$ cat src/rtl/multicycle_ctrl_pkg.sv
// Shared encodings for the multicycle control FSM: states, control bit map, opcode classes.
package multicycle_ctrl_pkg;

   typedef enum logic [2:0] {
      StFetch     = 3'd0,
      StDecode    = 3'd1,
      StExecute   = 3'd2,
      StMemory    = 3'd3,
      StWriteback = 3'd4,
      StHalt      = 3'd5,
      StFault     = 3'd6
   } state_e;

   localparam int unsigned CtrlPcWe    = 0;
   localparam int unsigned CtrlIrWe    = 1;
   localparam int unsigned CtrlRfRe    = 2;
   localparam int unsigned CtrlAluEn   = 3;
   localparam int unsigned CtrlMemRe   = 4;
   localparam int unsigned CtrlMemWe   = 5;
   localparam int unsigned CtrlRfWe    = 6;
   localparam int unsigned CtrlPcSelBr = 7;

   localparam logic [3:0] OpcLoad   = 4'h8;
   localparam logic [3:0] OpcStore  = 4'h9;
   localparam logic [3:0] OpcBranch = 4'hA;
   localparam logic [3:0] OpcJump   = 4'hB;
   localparam logic [3:0] OpcNop    = 4'hE;
   localparam logic [3:0] OpcHalt   = 4'hF;

   typedef enum logic [2:0] {
      ClsAlu     = 3'd0,
      ClsLoad    = 3'd1,
      ClsStore   = 3'd2,
      ClsBranch  = 3'd3,
      ClsJump    = 3'd4,
      ClsNop     = 3'd5,
      ClsHalt    = 3'd6,
      ClsIllegal = 3'd7
   } opc_class_e;

   // wide flags any set opcode bit above bit 3
   function automatic opc_class_e decode_class(logic [3:0] nib, logic wide);
      if (wide) return ClsIllegal;
      if (!nib[3]) return ClsAlu;
      case (nib)
         OpcLoad:   return ClsLoad;
         OpcStore:  return ClsStore;
         OpcBranch: return ClsBranch;
         OpcJump:   return ClsJump;
         OpcNop:    return ClsNop;
         OpcHalt:   return ClsHalt;
         default:   return ClsIllegal;
      endcase
   endfunction

endpackage

$ cat src/rtl/multicycle_ctrl_fsm_if.sv
// Bundle between the control FSM (master) and IR/memory/datapath (slave).
interface multicycle_ctrl_fsm_if #(
   parameter int unsigned OPC_W    = 4,
   parameter int unsigned RETIRE_W = 16
);
   logic [OPC_W-1:0]    opcode;
   logic                mem_ready;
   logic                branch_taken;
   logic [2:0]          state;
   logic [7:0]          control_signals;
   logic                instr_done;
   logic [RETIRE_W-1:0] retired_count;
   logic                halted;
   logic                fault;

   modport master (
      input  opcode, mem_ready, branch_taken,
      output state, control_signals, instr_done, retired_count, halted, fault
   );

   modport slave (
      output opcode, mem_ready, branch_taken,
      input  state, control_signals, instr_done, retired_count, halted, fault
   );
endinterface

$ cat src/rtl/multicycle_ctrl_fsm_mem_wait_timer.sv
// Counts consecutive memory-wait cycles; terminal flags the last cycle allowed before timeout.
module mem_wait_timer #(
   parameter int unsigned MEM_TIMEOUT = 15
) (
   input  logic clk,
   input  logic reset_n,
   input  logic clear,
   input  logic count_en,
   output logic terminal
);
   localparam int unsigned CntW = (MEM_TIMEOUT > 1) ? $clog2(MEM_TIMEOUT) : 1;
   localparam logic [CntW-1:0] Last = (MEM_TIMEOUT > 0) ? CntW'(MEM_TIMEOUT - 1) : '0;

   logic [CntW-1:0] cnt_q, cnt_d;

   always_comb begin
      cnt_d = cnt_q;
      if (clear) begin
         cnt_d = '0;
      end else if (count_en) begin
         cnt_d = cnt_q + CntW'(1);
      end
   end

   always_ff @(posedge clk or negedge reset_n) begin
      if (!reset_n) begin
         cnt_q <= '0;
      end else begin
         cnt_q <= cnt_d;
      end
   end

   // MEM_TIMEOUT of zero disables the timeout entirely
   assign terminal = (MEM_TIMEOUT > 0) && (cnt_q == Last);

endmodule

$ cat src/rtl/multicycle_ctrl_fsm.sv
// Multicycle instruction sequencer: opcode-dependent paths, memory handshake with timeout,
// HALT/FAULT terminal states and a retired-instruction counter.
module multicycle_ctrl_fsm
   import multicycle_ctrl_pkg::*;
#(
   parameter int unsigned OPC_W       = 4,
   parameter int unsigned RETIRE_W    = 16,
   parameter int unsigned MEM_TIMEOUT = 15
) (
   input logic                  clk,
   input logic                  reset_n,
   multicycle_ctrl_fsm_if.master bus
);
   state_e              state_q, state_d;
   opc_class_e          opc_q, opc_d;
   logic                retire;
   logic                instr_done_q;
   logic [RETIRE_W-1:0] retired_q;
   logic                halted_q, fault_q;
   logic                wide_nz;
   logic                mem_wait, timeout, terminal;
   logic [7:0]          ctrl;
   logic [OPC_W-1:0]    opcode;

   assign opcode = bus.opcode;

   if (OPC_W > 4) begin : g_wide
      assign wide_nz = |opcode[OPC_W-1:4];
   end else begin : g_narrow
      assign wide_nz = 1'b0;
   end

   assign mem_wait = (state_q == StFetch) || (state_q == StMemory);
   assign timeout  = terminal && !bus.mem_ready;

   mem_wait_timer #(
      .MEM_TIMEOUT(MEM_TIMEOUT)
   ) u_timer (
      .clk     (clk),
      .reset_n (reset_n),
      .clear   (state_d != state_q),
      .count_en(mem_wait && !bus.mem_ready),
      .terminal(terminal)
   );

   always_ff @(posedge clk or negedge reset_n) begin
      if (!reset_n) begin
         state_q      <= StFetch;
         opc_q        <= ClsAlu;
         instr_done_q <= 1'b0;
         retired_q    <= '0;
         halted_q     <= 1'b0;
         fault_q      <= 1'b0;
      end else begin
         state_q      <= state_d;
         opc_q        <= opc_d;
         instr_done_q <= retire;
         retired_q    <= retired_q + RETIRE_W'(retire);
         halted_q     <= (state_d == StHalt);
         fault_q      <= (state_d == StFault);
      end
   end

   always_comb begin
      state_d = state_q;
      opc_d   = opc_q;
      retire  = 1'b0;
      case (state_q)
         StFetch: begin
            if (bus.mem_ready)  state_d = StDecode;
            else if (timeout)   state_d = StFault;
         end
         StDecode: begin
            opc_d = decode_class(opcode[3:0], wide_nz);
            case (opc_d)
               ClsIllegal: state_d = StFault;
               ClsHalt:    state_d = StHalt;
               ClsNop: begin
                  state_d = StFetch;
                  retire  = 1'b1;
               end
               default:    state_d = StExecute;
            endcase
         end
         StExecute: begin
            case (opc_q)
               ClsBranch: begin
                  state_d = StFetch;
                  retire  = 1'b1;
               end
               ClsAlu, ClsJump:   state_d = StWriteback;
               ClsLoad, ClsStore: state_d = StMemory;
               default:           state_d = StFault;
            endcase
         end
         StMemory: begin
            if (bus.mem_ready) begin
               if (opc_q == ClsLoad) begin
                  state_d = StWriteback;
               end else begin
                  state_d = StFetch;
                  retire  = 1'b1;
               end
            end else if (timeout) begin
               state_d = StFault;
            end
         end
         StWriteback: begin
            state_d = StFetch;
            retire  = 1'b1;
         end
         StHalt:  state_d = StHalt;
         StFault: state_d = StFault;
         default: state_d = StFault;
      endcase
   end

   always_comb begin
      ctrl = '0;
      case (state_q)
         StFetch: begin
            ctrl[CtrlMemRe] = 1'b1;
            ctrl[CtrlPcWe]  = bus.mem_ready;
            ctrl[CtrlIrWe]  = bus.mem_ready;
         end
         StDecode: ctrl[CtrlRfRe] = 1'b1;
         StExecute: begin
            ctrl[CtrlAluEn] = 1'b1;
            if (opc_q == ClsBranch) begin
               ctrl[CtrlPcSelBr] = 1'b1;
               ctrl[CtrlPcWe]    = bus.branch_taken;
            end else if (opc_q == ClsJump) begin
               ctrl[CtrlPcSelBr] = 1'b1;
               ctrl[CtrlPcWe]    = 1'b1;
            end
         end
         StMemory: begin
            ctrl[CtrlMemRe] = (opc_q == ClsLoad);
            ctrl[CtrlMemWe] = (opc_q == ClsStore);
         end
         StWriteback: ctrl[CtrlRfWe] = 1'b1;
         default: ctrl = '0;
      endcase
   end

   assign bus.state           = state_q;
   assign bus.control_signals = ctrl;
   assign bus.instr_done      = instr_done_q;
   assign bus.retired_count   = retired_q;
   assign bus.halted          = halted_q;
   assign bus.fault           = fault_q;

endmodule

$ cat src/flat_wrapper.sv
// flat-port wrapper written by rule: the top's interface ports become plain ports
module multicycle_ctrl_fsm_flat import multicycle_ctrl_pkg::*;
#(
   parameter int unsigned OPC_W       = 4,
   parameter int unsigned RETIRE_W    = 16,
   parameter int unsigned MEM_TIMEOUT = 15
)
  (clk, reset_n, bus_opcode, bus_mem_ready, bus_branch_taken, bus_state, bus_control_signals, bus_instr_done, bus_retired_count, bus_halted, bus_fault);
  multicycle_ctrl_fsm_if #(.OPC_W(OPC_W), .RETIRE_W(RETIRE_W)) bus_i ();
  input logic clk;
  input logic reset_n;
  input wire logic [$bits(bus_i.opcode)-1:0] bus_opcode;
  input wire logic [$bits(bus_i.mem_ready)-1:0] bus_mem_ready;
  input wire logic [$bits(bus_i.branch_taken)-1:0] bus_branch_taken;
  output wire logic [$bits(bus_i.state)-1:0] bus_state;
  output wire logic [$bits(bus_i.control_signals)-1:0] bus_control_signals;
  output wire logic [$bits(bus_i.instr_done)-1:0] bus_instr_done;
  output wire logic [$bits(bus_i.retired_count)-1:0] bus_retired_count;
  output wire logic [$bits(bus_i.halted)-1:0] bus_halted;
  output wire logic [$bits(bus_i.fault)-1:0] bus_fault;
  assign bus_i.opcode = bus_opcode;
  assign bus_i.mem_ready = bus_mem_ready;
  assign bus_i.branch_taken = bus_branch_taken;
  assign bus_state = bus_i.state;
  assign bus_control_signals = bus_i.control_signals;
  assign bus_instr_done = bus_i.instr_done;
  assign bus_retired_count = bus_i.retired_count;
  assign bus_halted = bus_i.halted;
  assign bus_fault = bus_i.fault;
  multicycle_ctrl_fsm #(.OPC_W(OPC_W), .RETIRE_W(RETIRE_W), .MEM_TIMEOUT(MEM_TIMEOUT)) u_core (.clk(clk), .reset_n(reset_n), .bus(bus_i));
endmodule
$ cat config.mk
export PLATFORM = sky130hd
export DESIGN_NAME = multicycle_ctrl_fsm_flat
export DESIGN_NICKNAME = d
export VERILOG_FILES = /design/src/rtl/multicycle_ctrl_pkg.sv /design/src/rtl/multicycle_ctrl_fsm_if.sv /design/src/rtl/multicycle_ctrl_fsm_mem_wait_timer.sv /design/src/rtl/multicycle_ctrl_fsm.sv /design/src/flat_wrapper.sv
export SDC_FILE = /design/constraint.sdc
export NUM_CORES = 1
export LEC_CHECK = 0
export ABC_CLOCK_PERIOD_IN_PS = 3200
export CAP_MARGIN = 30
export CORE_UTILIZATION = 25
export CTS_CLUSTER_DIAMETER = 100
export DETAILED_ROUTE_END_ITERATION = 6
export PLACE_DENSITY_LB_ADDON = 0.1
export SLEW_MARGIN = 25
export SYNTH_ARGS = -nofsm -noshare
export SYNTH_HDL_FRONTEND = slang
export SYNTH_SLANG_ARGS = --single-unit
export TNS_END_PERCENT = 1
$ cat constraint.sdc
create_clock -name clk -period 3.2 [get_ports clk]
set_clock_uncertainty 0.05 [all_clocks]
set_input_delay 0.64 -clock clk [delete_from_list [all_inputs] [get_ports clk]]
set_output_delay 0.64 -clock clk [all_outputs]
set_load 0.03 [all_outputs]
---- After elaboration in Yosys (flattened, before gate mapping) ----
Cells that the tools add are included.
operators by class
  add/subtract/negate cells ............... 2
  $mul .................................... 0
  div/mod/pow operators ................... 0
  magnitude comparators ................... 0
  equality and inequality tests ........... 22
  shifts and indexed selects .............. 0
  multiplexer cells ....................... 34
  bitwise logic cells ..................... 0
  reductions and logical operators ........ 9
operators with widths
  kind                   count
  $pmux W3 S6            2
  $eq A4 B4 Y1 const B   7
  $eq A3 B3 Y1 const B   8
  $mux W3                8
  $pmux W3 S3            2
  $mux W1                17
  $add A16 B1 Y16        1
  $eq A3 B2 Y1 const B   4
  $mux W4                2
  $eq A3 B1 Y1 const B   2
  $logic_not A3 Y1       2
  $add A4 B1 Y4 const B  1
  $pmux W1 S2            2
  $pmux W1 S4            1
  $reduce_or A2 Y1       2
  $ne A3 B3 Y1           1
  $logic_and A1 B1 Y1    2
  $reduce_bool A2 Y1     1
  $logic_not A1 Y1       1
  $logic_or A1 B1 Y1     1
word-level totals
  register bits after elaboration ......... 29
  latch bits .............................. 0
  memory bits (writable) .................. 0
  ROM bits ................................ 0
  input port bits ......................... 8
  output and inout port bits .............. 30
  logic and storage cells ................. 74
  memories kept ........................... 0

---- Longest topological paths before layout ----
  depth in word-level cells ............... 12
  depth in mapped cells ................... 11
  gate-level depth less buffers ........... 9

---- Cells and area by module ----
Synthesis repeated with hierarchy kept, for this count alone.
second synthesis, totals
  cells, all modules ...................... 165
  area, all modules ....................... 1,620.3 um^2
by module, submodules not included
  module               times used  cells an instance  area each (um^2)
  multicycle_ctrl_fsm  1           145                1,400.1
  mem_wait_timer       1           20                 220.2

---- Least setup slack after synthesis ----
OpenSTA, ideal clock, no wires.
  path kind ............................... register to register
  start point ............................. reg u_core.state_q[0], in the netlist u_core.bus.state[0]
  end point ............................... reg u_core.retired_q[12], in the netlist u_core.bus.retired_count[12]
  library setup time ...................... 133 ps
  data arrival time ....................... 2,490 ps
  data required time ...................... 3,017 ps
  slack ................................... 526 ps
  cell stages (with the launch flop) ...... 12
  path buffers ............................ 2
  period minus slack after synthesis ...... 2,674 ps
  cells stage by stage .................... dfrtp_1 buf_4 nor2_1 inv_1 nor2_1 a211o_1 ha_1 ha_1 and3_1 clkbuf_1 nand4_1 xnor2_1
between the ends
  cells in the longest elaborated chain, start to end .. 3
  elaborated cells between the ends (all ways) .. 6
  those cells by class .................... 1 x add/sub; 4 x eq/ne; 1 x mux
RTL lines
  element                               line                       source
  start: declaration                    multicycle_ctrl_fsm.sv:14  state_e state_q, state_d;
  start signal: assignment              multicycle_ctrl_fsm.sv:48  state_q <= StFetch;
  start signal: assignment              multicycle_ctrl_fsm.sv:55  state_q <= state_d;
  $eq A3 B3 Y1 (tied with other cells)  multicycle_ctrl_fsm.sv:68  case (state_q)
  $pmux W1 S4 (*)                       multicycle_ctrl_fsm.sv:68
  named net u_core.retire               multicycle_ctrl_fsm.sv:16  logic retire;
  $add A16 B1 Y16 (*)                   multicycle_ctrl_fsm.sv:58  retired_q <= retired_q + RETIRE_W'(retire);
  end signal: assignment                multicycle_ctrl_fsm.sv:58
  end: declaration                      multicycle_ctrl_fsm.sv:18  logic [RETIRE_W-1:0] retired_q;
The timed path passes the listed nets; every way through them passes the cells marked *.
A chain may end at the register's enable or synchronous reset.

---- Worst setup path in the final report ----
  start point ............................. reg u_core.state_q[0], in the netlist u_core.bus.state[0]
  end point ............................... out bus_control_signals[4]
between the ends
  cells in the longest elaborated chain, start to end .. 2
  elaborated cells between the ends (all ways) .. 3
  those cells by class .................... 1 x eq/ne; 1 x mux; 1 x reduce/logical
RTL lines
  element                                                  line                        source
  $eq A3 B2 Y1 / $logic_not A3 Y1 (equally long branches)  multicycle_ctrl_fsm.sv:120  case (state_q)
  $pmux W1 S2 (*)                                          multicycle_ctrl_fsm.sv:120
  end: declaration                                         flat_wrapper.sv:16          output wire logic [$bits(bus_i.control_signals)-1:0] bus_control_signals;
Mark *: on every way between the ends. The rest lies on a longest branch, timed or not.

==> impl_metrics.py <==
metrics = {
    "timing": {
        "finalCritPeriodShare": 0.9126,
        "finalSetupViolCount": 0,
        "worst_pin_slew_ns": 0.5603,
        "relSlewSlack": 0.6253,
        "rsz0062_at_grt": "false",
        "fmax_mhz": 342.4,
        "layout_min_cycle_time_ns": 2.920,
        "hold_viol_final": 0,
        "tns_ns": 0,
        "maxSlewViolCount": 0,
    },
    "finish": {
        "nets": 212,
        "layout-drive-gt1-share": 0.07000,
        "multi_input_area_um2": 798.3,
        "nFillCells": 620,
        "regArea_um2": 725.7,
        "utilization": 0.3553,
        "diodes": 0,
        "syn_to_final_growth_pct": 34.41,
    },
    "synth": {
        "netlist_area_um2": 1593,
        "synth_nets": 171,
        "synth.distinct_cells": 45,
        "synth_largest_area_cell": "dfrtp_1",
        "yosys-top-cells-count": "29 x dfrtp_1, 13 x nand2_1, 12 x nand3_1, 12 x xnor2_1, 11 x nor2_1",
        "synth-async-reset-ratio": 1.000,
        "synth_top_area_frac": 0.4556,
        "ys.flop_type": "dfrtp_1",
        "syn_inst": 159,
        "ys_warn_count": 0,
        "yosysMostFrequentCell": "dfrtp_1",
        "synth_seq_cells": 29,
        "syn_area_per_cell_um2": 10.02,
        "synth_area_leaders": "dfrtp_1 46%, xnor2_1 6.6%, xor2_1 3.8%",
        "synth_edf_count": 0,
        "synth_sequential_area_ratio": 0.4556,
    },
    "pwr": {
        "p_per_area_nw_per_um2": 356.3,
        "cellLeakagePower_uw": 0.0009289,
        "p_total_uw": 762.7,
        "ir_drop_mv": 0.1681,
    },
    "placement": {
        "io_buffers": 37,
        "hpwl_um": 2918,
        "place_congestion": 0.8300,
    },
    "worst_hold_path": {
        "worstHoldPathCells": 1,
        "min_path_type": "flop to flop",
    },
    "grt": {
        "grt_pass1_vias": 1307,
        "grt_pass1_wl_um": 6375,
        "grt-ovfl-total": 0,
        "antenna_found_initial": 0,
        "grt_max_degree": 30,
        "grt_use_total": 0.1310,
    },
    "clock_tree": {
        "clkTransAtPathRegs_ns": 0.06,
        "clockRootBuffer": "clkbuf_8",
        "htreeDepth": 2,
        "clk-insertion-delay-late_ns": 0.28,
        "cts_tree": "done",
        "clockBufferDepth": 2,
        "cts_hold_buf": 0,
        "clock-sinks": 29,
        "cts_setup_buffers": 0,
        "cts_buffers": 5,
        "ctsResizeCount": 0,
    },
    "die": {
        "core_area_um2": 6026,
        "die_area_um2": 6695,
        "rows": 28,
        "start_util": 0.2643,
        "ioPinCount": 38,
        "die_y_um": 81.82,
        "die_w_um": 81.82,
    },
    "detailed_routing": {
        "first_iter_violations": 68,
        "first_pass_iters": 4,
        "drc_errors": 0,
        "viasPerCell": 4.880,
        "vias": 1342,
        "wirelength_um": 3878,
        "wl_per_cell_um": 14.10,
        "final_antenna_net_count": 0,
    },
    "setup_path": {
        "worst_ep_arrival_time_ns": 2.23,
        "critPathLaunchType": "flop",
        "crit_path_end_kind": "output pin",
        "critPathKind": "flop to output pin",
        "path_max_fanout": 10,
        "required_ns": 2.51,
        "reg2regPathDepth": 10,
    },
    "outcome": {
        "status": "complete, no violations",
    },
    "job": {
        "cap_violations": 0,
    },
}
cells by family (layout without fill, tap and decap cells):
logic type,Yosys count,in the layout,synth area share
xor+xnor,20,20,0.1147
flops,29,29,0.4556
compound gates,26,26,0.1139
buf+inv,13,54,0.04320
simple gates,67,67,0.2412
fa+ha+maj,4,4,0.03142
sequential cells by signal, indices dropped and copies added, names as in the netlist:
signal / cells
u_core.bus.halted: 1
u_core.bus.state: 3
u_core.bus.instr_done: 1
u_core.opc_q: 3
u_core.bus.retired_count: 16
u_core.u_timer.cnt_q: 4
u_core.bus.fault: 1
path summary, 6_finish.rpt:
| check | start | endpoint | slack, ns |
|---|---|---|---|
| max in group asynchronous | reset_n | u_core.bus.state[0] | 2.12 |
| max | u_core.bus.state[0] | bus_control_signals[4] | 0.28 |
| min | u_core.bus.retired_count[15] | u_core.bus.retired_count[15] | 0.42 |
| min reg2reg | u_core.bus.retired_count[15] | u_core.bus.retired_count[15] | 0.42 |
| min in group asynchronous | reset_n | u_core.bus.retired_count[12] | 0.70 |
| max reg2reg | u_core.bus.state[1] | u_core.bus.retired_count[12] | 0.74 |
worst max-delay path, cell delays in order, from the launching register on:
cell and delay [ns]:
dfrtp_1 0.55, nand2_1 0.21, or3_1 0.34, a21oi_1 0.16
clkdlybuf4s50_1 0.69
power by group:
group | leakage, uW | internal, uW | switching (uW)
registers | 0.000377 | 368 | 2.75
logic | 0.000498 | 13.9 | 17.1
clock network | 0.0000540 | 226 | 135
metal layers:
layer | GRT usage | up-vias | wire, um
li1 | - | 650 | -
met1 | 0.1796 | 657 | 1842
met2 | 0.1884 | 30 | 1750
met3 | 0.04000 | 5 | 226
met4 | 0.05614 | 0 | 58
met5 | 0 | - | 0
placed cells by master, fill, tap and decap left out, types with 2 or more instances in the layout:
cell type	instances
a21oi_1	4
and3_1	4
and4_1	4
buf_4	3
clkbuf_8	5
clkdlybuf4s50_1	37
dfrtp_1	29
ha_1	4
inv_1	7
nand2_1	13
nand2b_1	4
nand3_1	12
nand4_1	2
nor2_1	11
nor4_1	5
o211ai_1	3
o21ai_0	7
xnor2_1	12
xor2_1	7
metrics by stage:
stage	cells	worst slack (ns)	cell area [um2]	hold slack, ns
floorplan	159	0.5264	1593	0.2944
global placement	268	0.3221	2037	0.4113
detailed placement	268	0.2490	2037	0.4218
CTS	275	0.2617	2141	0.4304
global route	275	0.1551	2141	0.4638
finish	275	0.2798	2141	0.4193
final cells by class:
cell class	count	area share
multi-input cells	117	0.3729
flip-flops and latches	29	0.3390
repair buffers	40	0.1835
well taps	75	0.04383
clock buffers	5	0.03214
clock inverters	2	0.01636
inverters	7	0.01227
(Power assumes the default switching activity.)
